<file path="src/rtl/dmem_access_ctrl_if.sv">
// Pipeline-side request/response and data-SRAM bus bundle for dmem_access_ctrl.
// The slave modport is the controller's view; the master modport is the
// surrounding environment (pipeline + SRAM), which drives the opposite directions.
interface dmem_access_ctrl_if;
  // Pipeline MEM-stage request
  logic        req_valid;
  logic        req_wr;
  logic [1:0]  req_size;
  logic        req_sign;
  logic [31:0] req_addr;
  logic [31:0] req_wdata;
  // Data SRAM bus
  logic        data_req;
  logic        data_wr;
  logic [3:0]  data_wstrb;
  logic [31:0] data_addr;
  logic [31:0] data_wdata;
  logic        data_addr_ok;
  logic        data_data_ok;
  logic [31:0] data_rdata;
  // Response / status back to the pipeline
  logic        resp_valid;
  logic [31:0] resp_rdata;
  logic        stallreq;
  logic        addr_err;
  logic        bus_timeout;

  modport slave (
    input  req_valid, req_wr, req_size, req_sign, req_addr, req_wdata,
    input  data_addr_ok, data_data_ok, data_rdata,
    output data_req, data_wr, data_wstrb, data_addr, data_wdata,
    output resp_valid, resp_rdata, stallreq, addr_err, bus_timeout
  );

  modport master (
    output req_valid, req_wr, req_size, req_sign, req_addr, req_wdata,
    output data_addr_ok, data_data_ok, data_rdata,
    input  data_req, data_wr, data_wstrb, data_addr, data_wdata,
    input  resp_valid, resp_rdata, stallreq, addr_err, bus_timeout
  );
endinterface

</file>
<file path="src/rtl/dmem_access_ctrl.sv">
// Data-memory access controller: turns a MEM-stage load/store into a two-phase
// (address, data) SRAM bus transaction, aligns store data/strobes, extracts and
// extends load data, and stalls the pipeline until the access completes.
module dmem_access_ctrl (
  input  logic             clk,
  input  logic             rst,
  dmem_access_ctrl_if.slave bus
);

  localparam logic [1:0] StIdle = 2'd0;
  localparam logic [1:0] StAddr = 2'd1;
  localparam logic [1:0] StData = 2'd2;
  localparam logic [1:0] StDone = 2'd3;

  logic [1:0]  state_q, state_d;
  logic [7:0]  wd_q, wd_d;
  logic        wr_q, wr_d;
  logic [1:0]  size_q, size_d;
  logic        sign_q, sign_d;
  logic [31:0] addr_q, addr_d;
  logic [31:0] wdata_q, wdata_d;
  logic [31:0] rdata_q, rdata_d;
  logic        addr_err_q, addr_err_d;
  logic        bus_timeout_q, bus_timeout_d;

  logic        req_aligned;
  logic [31:0] load_ext;
  logic [7:0]  load_byte;
  logic [15:0] load_half;

  // Alignment check on the incoming request (size 3 behaves as word)
  always_comb begin
    unique case (bus.req_size)
      2'd0:    req_aligned = 1'b1;
      2'd1:    req_aligned = ~bus.req_addr[0];
      default: req_aligned = (bus.req_addr[1:0] == 2'b00);
    endcase
  end

  // Lane select and sign/zero extension of the returned read word
  always_comb begin
    unique case (addr_q[1:0])
      2'd0:    load_byte = bus.data_rdata[7:0];
      2'd1:    load_byte = bus.data_rdata[15:8];
      2'd2:    load_byte = bus.data_rdata[23:16];
      default: load_byte = bus.data_rdata[31:24];
    endcase
    load_half = addr_q[1] ? bus.data_rdata[31:16] : bus.data_rdata[15:0];
    unique case (size_q)
      2'd0:    load_ext = {{24{sign_q & load_byte[7]}}, load_byte};
      2'd1:    load_ext = {{16{sign_q & load_half[15]}}, load_half};
      default: load_ext = bus.data_rdata;
    endcase
  end

  // Next-state: FSM, watchdog, request latch, response capture, status pulses
  always_comb begin
    state_d       = state_q;
    wd_d          = wd_q;
    wr_d          = wr_q;
    size_d        = size_q;
    sign_d        = sign_q;
    addr_d        = addr_q;
    wdata_d       = wdata_q;
    rdata_d       = rdata_q;
    addr_err_d    = 1'b0;
    bus_timeout_d = 1'b0;
    unique case (state_q)
      StIdle: begin
        if (bus.req_valid) begin
          if (req_aligned) begin
            wr_d    = bus.req_wr;
            size_d  = bus.req_size;
            sign_d  = bus.req_sign;
            addr_d  = bus.req_addr;
            wdata_d = bus.req_wdata;
            state_d = StAddr;
          end else begin
            addr_err_d = 1'b1;
          end
        end
      end
      StAddr: begin
        if (bus.data_addr_ok) begin
          if (bus.data_data_ok) begin
            rdata_d = wr_q ? 32'h0 : load_ext;
            state_d = StDone;
          end else begin
            wd_d    = 8'h00;
            state_d = StData;
          end
        end
      end
      StData: begin
        if (bus.data_data_ok) begin
          rdata_d = wr_q ? 32'h0 : load_ext;
          state_d = StDone;
        end else if (wd_q == 8'hFF) begin
          bus_timeout_d = 1'b1;
          state_d       = StIdle;
        end else begin
          wd_d = wd_q + 8'd1;
        end
      end
      default: state_d = StIdle;
    endcase
  end

  // State registers with synchronous active-high reset
  always_ff @(posedge clk) begin
    if (rst) begin
      state_q       <= StIdle;
      wd_q          <= 8'h00;
      wr_q          <= 1'b0;
      size_q        <= 2'd0;
      sign_q        <= 1'b0;
      addr_q        <= 32'h0;
      wdata_q       <= 32'h0;
      rdata_q       <= 32'h0;
      addr_err_q    <= 1'b0;
      bus_timeout_q <= 1'b0;
    end else begin
      state_q       <= state_d;
      wd_q          <= wd_d;
      wr_q          <= wr_d;
      size_q        <= size_d;
      sign_q        <= sign_d;
      addr_q        <= addr_d;
      wdata_q       <= wdata_d;
      rdata_q       <= rdata_d;
      addr_err_q    <= addr_err_d;
      bus_timeout_q <= bus_timeout_d;
    end
  end

  // Bus and pipeline outputs; bus fields are forced to zero outside the address phase
  always_comb begin
    bus.data_req   = (state_q == StAddr);
    bus.data_wr    = bus.data_req & wr_q;
    bus.data_addr  = bus.data_req ? {addr_q[31:2], 2'b00} : 32'h0;
    bus.data_wstrb = 4'b0000;
    bus.data_wdata = 32'h0;
    if (bus.data_wr) begin
      unique case (size_q)
        2'd0: begin
          bus.data_wstrb = 4'b0001 << addr_q[1:0];
          bus.data_wdata = {4{wdata_q[7:0]}};
        end
        2'd1: begin
          bus.data_wstrb = addr_q[1] ? 4'b1100 : 4'b0011;
          bus.data_wdata = {2{wdata_q[15:0]}};
        end
        default: begin
          bus.data_wstrb = 4'b1111;
          bus.data_wdata = wdata_q;
        end
      endcase
    end
    bus.stallreq    = ((state_q == StIdle) & bus.req_valid & req_aligned) |
                      (state_q == StAddr) | (state_q == StData);
    bus.resp_valid  = (state_q == StDone);
    bus.resp_rdata  = bus.resp_valid ? rdata_q : 32'h0;
    bus.addr_err    = addr_err_q;
    bus.bus_timeout = bus_timeout_q;
  end

endmodule

</file>
<file path="src/flat_wrapper.sv">
// flat-port wrapper written by rule: the top's interface ports become plain ports
module dmem_access_ctrl_flat 
  (clk, rst, bus_req_valid, bus_req_wr, bus_req_size, bus_req_sign, bus_req_addr, bus_req_wdata, bus_data_addr_ok, bus_data_data_ok, bus_data_rdata, bus_data_req, bus_data_wr, bus_data_wstrb, bus_data_addr, bus_data_wdata, bus_resp_valid, bus_resp_rdata, bus_stallreq, bus_addr_err, bus_bus_timeout);
  dmem_access_ctrl_if bus_i ();
  input  logic clk;
  input  logic rst;
  input wire logic [$bits(bus_i.req_valid)-1:0] bus_req_valid;
  input wire logic [$bits(bus_i.req_wr)-1:0] bus_req_wr;
  input wire logic [$bits(bus_i.req_size)-1:0] bus_req_size;
  input wire logic [$bits(bus_i.req_sign)-1:0] bus_req_sign;
  input wire logic [$bits(bus_i.req_addr)-1:0] bus_req_addr;
  input wire logic [$bits(bus_i.req_wdata)-1:0] bus_req_wdata;
  input wire logic [$bits(bus_i.data_addr_ok)-1:0] bus_data_addr_ok;
  input wire logic [$bits(bus_i.data_data_ok)-1:0] bus_data_data_ok;
  input wire logic [$bits(bus_i.data_rdata)-1:0] bus_data_rdata;
  output wire logic [$bits(bus_i.data_req)-1:0] bus_data_req;
  output wire logic [$bits(bus_i.data_wr)-1:0] bus_data_wr;
  output wire logic [$bits(bus_i.data_wstrb)-1:0] bus_data_wstrb;
  output wire logic [$bits(bus_i.data_addr)-1:0] bus_data_addr;
  output wire logic [$bits(bus_i.data_wdata)-1:0] bus_data_wdata;
  output wire logic [$bits(bus_i.resp_valid)-1:0] bus_resp_valid;
  output wire logic [$bits(bus_i.resp_rdata)-1:0] bus_resp_rdata;
  output wire logic [$bits(bus_i.stallreq)-1:0] bus_stallreq;
  output wire logic [$bits(bus_i.addr_err)-1:0] bus_addr_err;
  output wire logic [$bits(bus_i.bus_timeout)-1:0] bus_bus_timeout;
  assign bus_i.req_valid = bus_req_valid;
  assign bus_i.req_wr = bus_req_wr;
  assign bus_i.req_size = bus_req_size;
  assign bus_i.req_sign = bus_req_sign;
  assign bus_i.req_addr = bus_req_addr;
  assign bus_i.req_wdata = bus_req_wdata;
  assign bus_i.data_addr_ok = bus_data_addr_ok;
  assign bus_i.data_data_ok = bus_data_data_ok;
  assign bus_i.data_rdata = bus_data_rdata;
  assign bus_data_req = bus_i.data_req;
  assign bus_data_wr = bus_i.data_wr;
  assign bus_data_wstrb = bus_i.data_wstrb;
  assign bus_data_addr = bus_i.data_addr;
  assign bus_data_wdata = bus_i.data_wdata;
  assign bus_resp_valid = bus_i.resp_valid;
  assign bus_resp_rdata = bus_i.resp_rdata;
  assign bus_stallreq = bus_i.stallreq;
  assign bus_addr_err = bus_i.addr_err;
  assign bus_bus_timeout = bus_i.bus_timeout;
  dmem_access_ctrl u_core (.clk(clk), .rst(rst), .bus(bus_i));
endmodule
</file>
<file path="config.mk">
export PLATFORM = sky130hd
export DESIGN_NAME = dmem_access_ctrl_flat
export DESIGN_NICKNAME = d
export VERILOG_FILES = /design/src/rtl/dmem_access_ctrl_if.sv /design/src/rtl/dmem_access_ctrl.sv /design/src/flat_wrapper.sv
export SDC_FILE = /design/constraint.sdc
export NUM_CORES = 1
export LEC_CHECK = 0
export ABC_CLOCK_PERIOD_IN_PS = 2980
export CORE_ASPECT_RATIO = 0.6
export CORE_MARGIN = 2
export CORE_UTILIZATION = 44
export CTS_CLUSTER_SIZE = 10
export DETAILED_ROUTE_END_ITERATION = 8
export HOLD_SLACK_MARGIN = 0.03
export PLACE_DENSITY = 0.8
export SYNTH_ARGS = -nofsm -noshare
export SYNTH_HDL_FRONTEND = slang
export SYNTH_SLANG_ARGS = --single-unit
</file>
<file path="constraint.sdc">
create_clock -name clk -period 2.98 [get_ports clk]
set_input_delay 0.596 -clock clk [delete_from_list [all_inputs] [get_ports clk]]
set_output_delay 0.596 -clock clk [all_outputs]
set_load 0.005 [all_outputs]
</file>
Word level (Yosys, flattened, before mapping). Index checks and enable logic that the tools add are counted.

Register bits: 112. Input bits: 105. Output and inout port bits: 106. Logic and storage cells: 79.

Add/subtract/negate cells: 1. Eq/ne operators: 15. Shift operators: 1. Mux-type cells: 29. Bitwise gates (word level): 11. Reductions and logical operators: 12.

Operators by type and width (count): two-way mux 32 bit (6); one-hot mux 32 bit (2 select lines) (3); two-way mux 8 bit (4); one-hot mux 8 bit (3 select lines) (1); two-way mux 16 bit (1); one-hot mux 8 bit (2 select lines) (1); zero test 2 bit (5); two-way mux 2 bit (5); != test 2 bit, second input constant (5); adder 8 x 1 -> 8 bit, second input constant (1); == test 2 x 1 -> 1 bit, second input constant (4); == test 8 bit, second input constant (1); two-way mux 4 bit (2); one-hot mux 4 bit (2 select lines) (1); == test 2 bit, second input constant (3); one-hot mux 2 bit (3 select lines) (1); OR reduction 3 bit (2); AND 1 bit (5); AND reduction 5 bit (1); NOT 1 bit (4); AND reduction 4 bit (1); left shift 1 x 2 -> 4 bit, first input constant (1); two-way mux 1 bit (3); != test 3 x 2 -> 1 bit, second input constant (1); other kinds (6) (7).

Logic depth before layout (Yosys ltp).
Depth after elaboration: 8. Depth in mapped cells: 6. Depth with buffers taken out: 5.

Worst setup path before layout. No wires, ideal clock.

Path kind: register to output. Start point: reg u_core.state_q[1]. End point: out bus_data_wdata[22]. Arrival time: 1.361 ns. Data required time: 2.384 ns. Setup slack: 1.023 ns. Cell stages (with the launch flop): 7. Path buffers: 3. Cells stage by stage: dfxtp_1 -> clkbuf_1 -> nor2b_1 -> nand2_1 -> clkbuf_1 -> buf_2 -> nor2_1.

Word-level cells in the longest chain between the ends: 3.

Ends and longest elaborated chain: from (decl) (RTL line dmem_access_ctrl.sv:15) `logic [1:0] state_q, state_d;`; from (signal assigned) (RTL line dmem_access_ctrl.sv:112) `state_q <= StIdle;`; from (signal assigned) (RTL line dmem_access_ctrl.sv:123) `state_q <= state_d;`; == test 2 x 1 -> 1 bit (RTL line dmem_access_ctrl.sv:138) `bus.data_req = (state_q == StAddr);`; AND 1 bit (RTL line dmem_access_ctrl.sv:139) `bus.data_wr = bus.data_req & wr_q;`; two-way mux 32 bit (RTL line dmem_access_ctrl.sv:143) `if (bus.data_wr) begin`; to (decl) (RTL line flat_wrapper.sv:20) `output wire logic [$bits(bus_i.data_wdata)-1:0] bus_data_wdata;`.

No other way between the ends.

Final worst setup path.
Start point: in bus_req_size[0]. End point: out bus_stallreq.

Word-level cells in the longest chain between the ends: 5. Elaborated cells on any way between the ends: 6. Classes of those cells: 1 x eq/ne; 1 x mux; 3 x bitwise; 1 x reduce/logical.

Ends and longest elaborated chain: from (decl) (RTL line flat_wrapper.sv:9) `input wire logic [$bits(bus_i.req_size)-1:0] bus_req_size;`; == test 2 x 1 -> 1 bit or zero test 2 bit (tied branches) (RTL line dmem_access_ctrl.sv:33) `unique case (bus.req_size)`; one-hot mux 1 bit (2 select lines) * (RTL line dmem_access_ctrl.sv:33); AND 1 bit * (RTL line dmem_access_ctrl.sv:159) `bus.stallreq = ((state_q == StIdle) & bus.req_valid & req_aligned) |`; OR 1 bit * (RTL line dmem_access_ctrl.sv:159); OR 1 bit * (RTL line dmem_access_ctrl.sv:160) `(state_q == StAddr) | (state_q == StData);`; to (decl) (RTL line flat_wrapper.sv:23) `output wire logic [$bits(bus_i.stallreq)-1:0] bus_stallreq;`.

Mark *: on every way between the ends. The rest lies on a longest branch, timed or not.

==> summary.txt <==
Final layout
  • Final nets: 994
  • Design area: roughly 8000 um^2
  • Fraction of layout cells with a size suffix above 1: about 6.2%
  • Most common cell after layout, fill and taps aside: clkdlybuf4s50_1
  • Fillers: 1009
  • Most frequent cells in the layout: clkdlybuf4s50_1 (207), nand2_1 (145), a21oi_1 (111), dfxtp_1 (111), and3_1 (41)
  • Area Overhead vs Synth: 45.2%
  • Finished Layout Cells: approximately 1100
  • Utilization after layout: roughly 66%

STA
  • Setup violators final: 0
  • Final TNS setup: 0 ps
  • Final Max Tran Viols: 0
  • RSZ-0062 raised after global routing: false
  • Final period util: between 90% and 100%
  • Fin. Hold Viols: 0
  • Final clock skew: roughly 5.5 ps
  • Least-Margin Pin Slew: roughly 720 ps
  • Tmin final: 2830 ps
  • Slew headroom: a little over half
  • Setup WS post-layout: roughly 150 ps
  • Max frequency: ~350 MHz

Clocking
  • Total setup buffers inserted after CTS: 0
  • Longest Clk Path Bufs: 2
  • Worst skew pair latency: between 300 and 400 ps
  • H-tree Lvls: 3
  • Worst-path clk slew: approximately 70 ps
  • CTS tree: built
  • Clock Tree Root: clkbuf_16
  • Total CTS buffers: 9
  • Clock sinks: roughly 110
  • Cts repair resizes: 0
  • CTS Hold Buffers Added: 0

Job
  • Max-cap violations: 0

Synth
  • Yosys reg bits: between 100 and 150
  • Yosys warns: 0
  • Predominant post-synthesis flop cell: dfxtp_1
  • Syn avg cell area: about 7.8 um^2
  • Synth unique cells: 54
  • Post-synthesis sequential area ratio: 40.4%
  • Async set or reset register ratio after synthesis: 0%
  • Cells after synthesis: approximately 710
  • Synthesized cell area: between 5000 and 6000 um^2
  • Number of flops mapped to enable cells by yosys: 0

GRT
  • Initial antenna violation count: 2
  • Vias in the first global route: between 5000 and 6000
  • Overflow after GRT: 0
  • First-pass GRT wire length: around 29000 um
  • Largest net degree at the start of global routing: 57
  • Overall Global Routing Usage: about a quarter

Outcome
  • Status: finished, final reports clean

Die
  • Initial core utilization: 45.6%
  • Core ar.: roughly 12000 um^2
  • Die extent in x: between 100 and 150 um
  • Die area: 13600 um^2
  • # rows: 31
  • Top Ports: approximately 210
  • Die height: roughly 90 um

Detailed routing
  • 1st-iter DRT viols: 415
  • Routed len/inst: about 17 um
  • Routed Antenna Nets: 0
  • Vias post-DR: a little under 6000
  • DRT Pass-1 Iters: 5
  • Avg Vias per Cell: around 5.5
  • DRC: 0
  • Total Wirelength: approximately 18000 um

Placed design
  • PortBufs: ~210
  • Post-Place Setup Slack: around 150 ps
  • Final HPWL DP: 13300 um
  • DP Area: slightly below 8000 um^2
  • Placed Cells: approximately 1000
  • RD Place Congestion: slightly below 0.9

Critical path
  • CP Max Fanout: 3
  • FF-to-FF Start: u_core.addr_q[1]
  • Flop2flop setup slack: approximately 920 ps
  • CP Capture Type: output pin
  • Max stage delay on crit path: roughly 530 ps
  • CP max-delay cell: clkdlybuf4s50_1
  • CP bufs+invs: 2
  • Worst Path Required: approximately 2400 ps
  • Crit-path cells: clkdlybuf4s50_1 > a21o_1 > o21ai_0 > a211oi_1 > nor2_1 > clkdlybuf4s50_1
  • Reg2reg end: u_core.rdata_q[17]
  • Crit path DAT: 2240 ps
  • CP Class: in -> out
  • R2R depth: 5
  • Delay-heaviest family, CP: buffers and inverters
  • Crit-path most repeated cell: clkdlybuf4s50_1
  • Worst setup SP type: input pin

Hold path
  • WHS Path Cells: 2
  • Hold Crit Class: reg -> reg
  • WHS Endpoint: u_core.addr_q[5]
  • HP Start: u_core.addr_q[5]

Power
  • Total power divided by cell area: between 400 and 500 nW/um^2
  • Worst vdd ir: a little over 300 uV
  • Pleak: 2.91 nW
## cell type report
| cell class | count | area (um^2) | area share (%) |
|---|---|---|---|
| inverter | 5 | 18.8 | 0.233 |
| clock inverter | 4 | 35.0 | 0.435 |
| antenna | 2 | 5.00 | 0.0622 |
| multi-input combinational | 533 | 3040 | 37.8 |
| timing repair buffer | 227 | 2240 | 27.9 |
| clock buffer | 12 | 256 | 3.19 |
| tap | 165 | 206 | 2.56 |
| sequential | 112 | 2240 | 27.9 |
## report_power, final
part / switching [W] / internal (W)
Clock: 0.000562 / 0.000625
Sequential: 0.0000473 / 0.00156
Combinational: 0.000310 / 0.000286
Total: 0.000920 / 0.00247
## layer usage
layer,up-vias,wire [um],GRT usage (%)
met2,237,8100,40.4
met4,0,99,4.76
met3,8,1960,9.35
li1,2822,-,-
met1,2781,8080,35.6
met5,-,0,0
## sequential cells by signal (all words and copies together), names as in the netlist
register,cells
u_core.sign_q,1
u_core.bus.bus_timeout,1
u_core.rdata_q,32
u_core.wr_q,1
u_core.wd_q,8
u_core.addr_q,32
u_core.wdata_q,32
u_core.bus.addr_err,1
u_core.state_q,2
u_core.size_q,2
## worst register-to-register path, stage by stage (launching register included)
cell       delay [ps]
dfxtp_1           460
buf_4             270
mux2i_1           310
mux2i_1           130
o21ai_2           580
o2bb2ai_1         180
## synthesized netlist by cell type, drive strengths merged (2+ instances only)
cell	instances	area (um^2)
o41ai	2	17.5
clkbuf	43	161
nor2b	13	81.3
nor2	38	143
mux2	7	78.8
nand2b	4	25.0
and4	3	26.3
dfxtp	112	2240
buf	20	105
or3b	2	17.5
mux2i	20	200
o21ai	28	144
nand4	2	12.5
inv	5	18.8
nand3	5	25.0
and2	32	200
nand2	145	544
o2bb2ai	31	272
or3	4	25.0
nor3	2	10.0
a21boi	7	52.6
and3	41	257
a22oi	2	15.0
nand4bb	2	22.5
a21oi	112	561
a221oi	8	70.1
## worst max path at each step
stage	from	endpoint	slack [ps]	cells past startpoint
4_1_cts	bus_req_size[0]	bus_stallreq	150	6
3_3_place_gp	bus_req_size[0]	bus_stallreq	170	6
5_1_grt	bus_req_size[0]	bus_stallreq	30	6
2_1_floorplan	u_core.state_q[1]	bus_data_wdata[22]	1020	6
6_report	bus_req_size[0]	bus_stallreq	150	6
3_5_place_dp	bus_req_size[0]	bus_stallreq	150	6
## cells by family (layout without fill, tap and decap cells)
logic type / after synthesis / in the layout / synth area share, %
buffers and inverters: 68 / 248 / 5.14
DFF: 112 / 112 / 40.4
AOI/OAI and AO/OA: 201 / 201 / 22.3
other: 1 / 4 / 0.0676
adders and majority gates: 1 / 1 / 0.225
and+or+nand+nor: 301 / 301 / 26.4
muxes: 28 / 28 / 5.44
## per-stage QoR
stage	hold WS, ps	power (W)
detailed placement	440	0.00223
CTS	452	0.00341
global route	472	0.00354
finish	453	0.00339
global placement	437	0.00222
floorplan	424	0.00194
No activity file was read; power rests on OpenSTA's default activity.
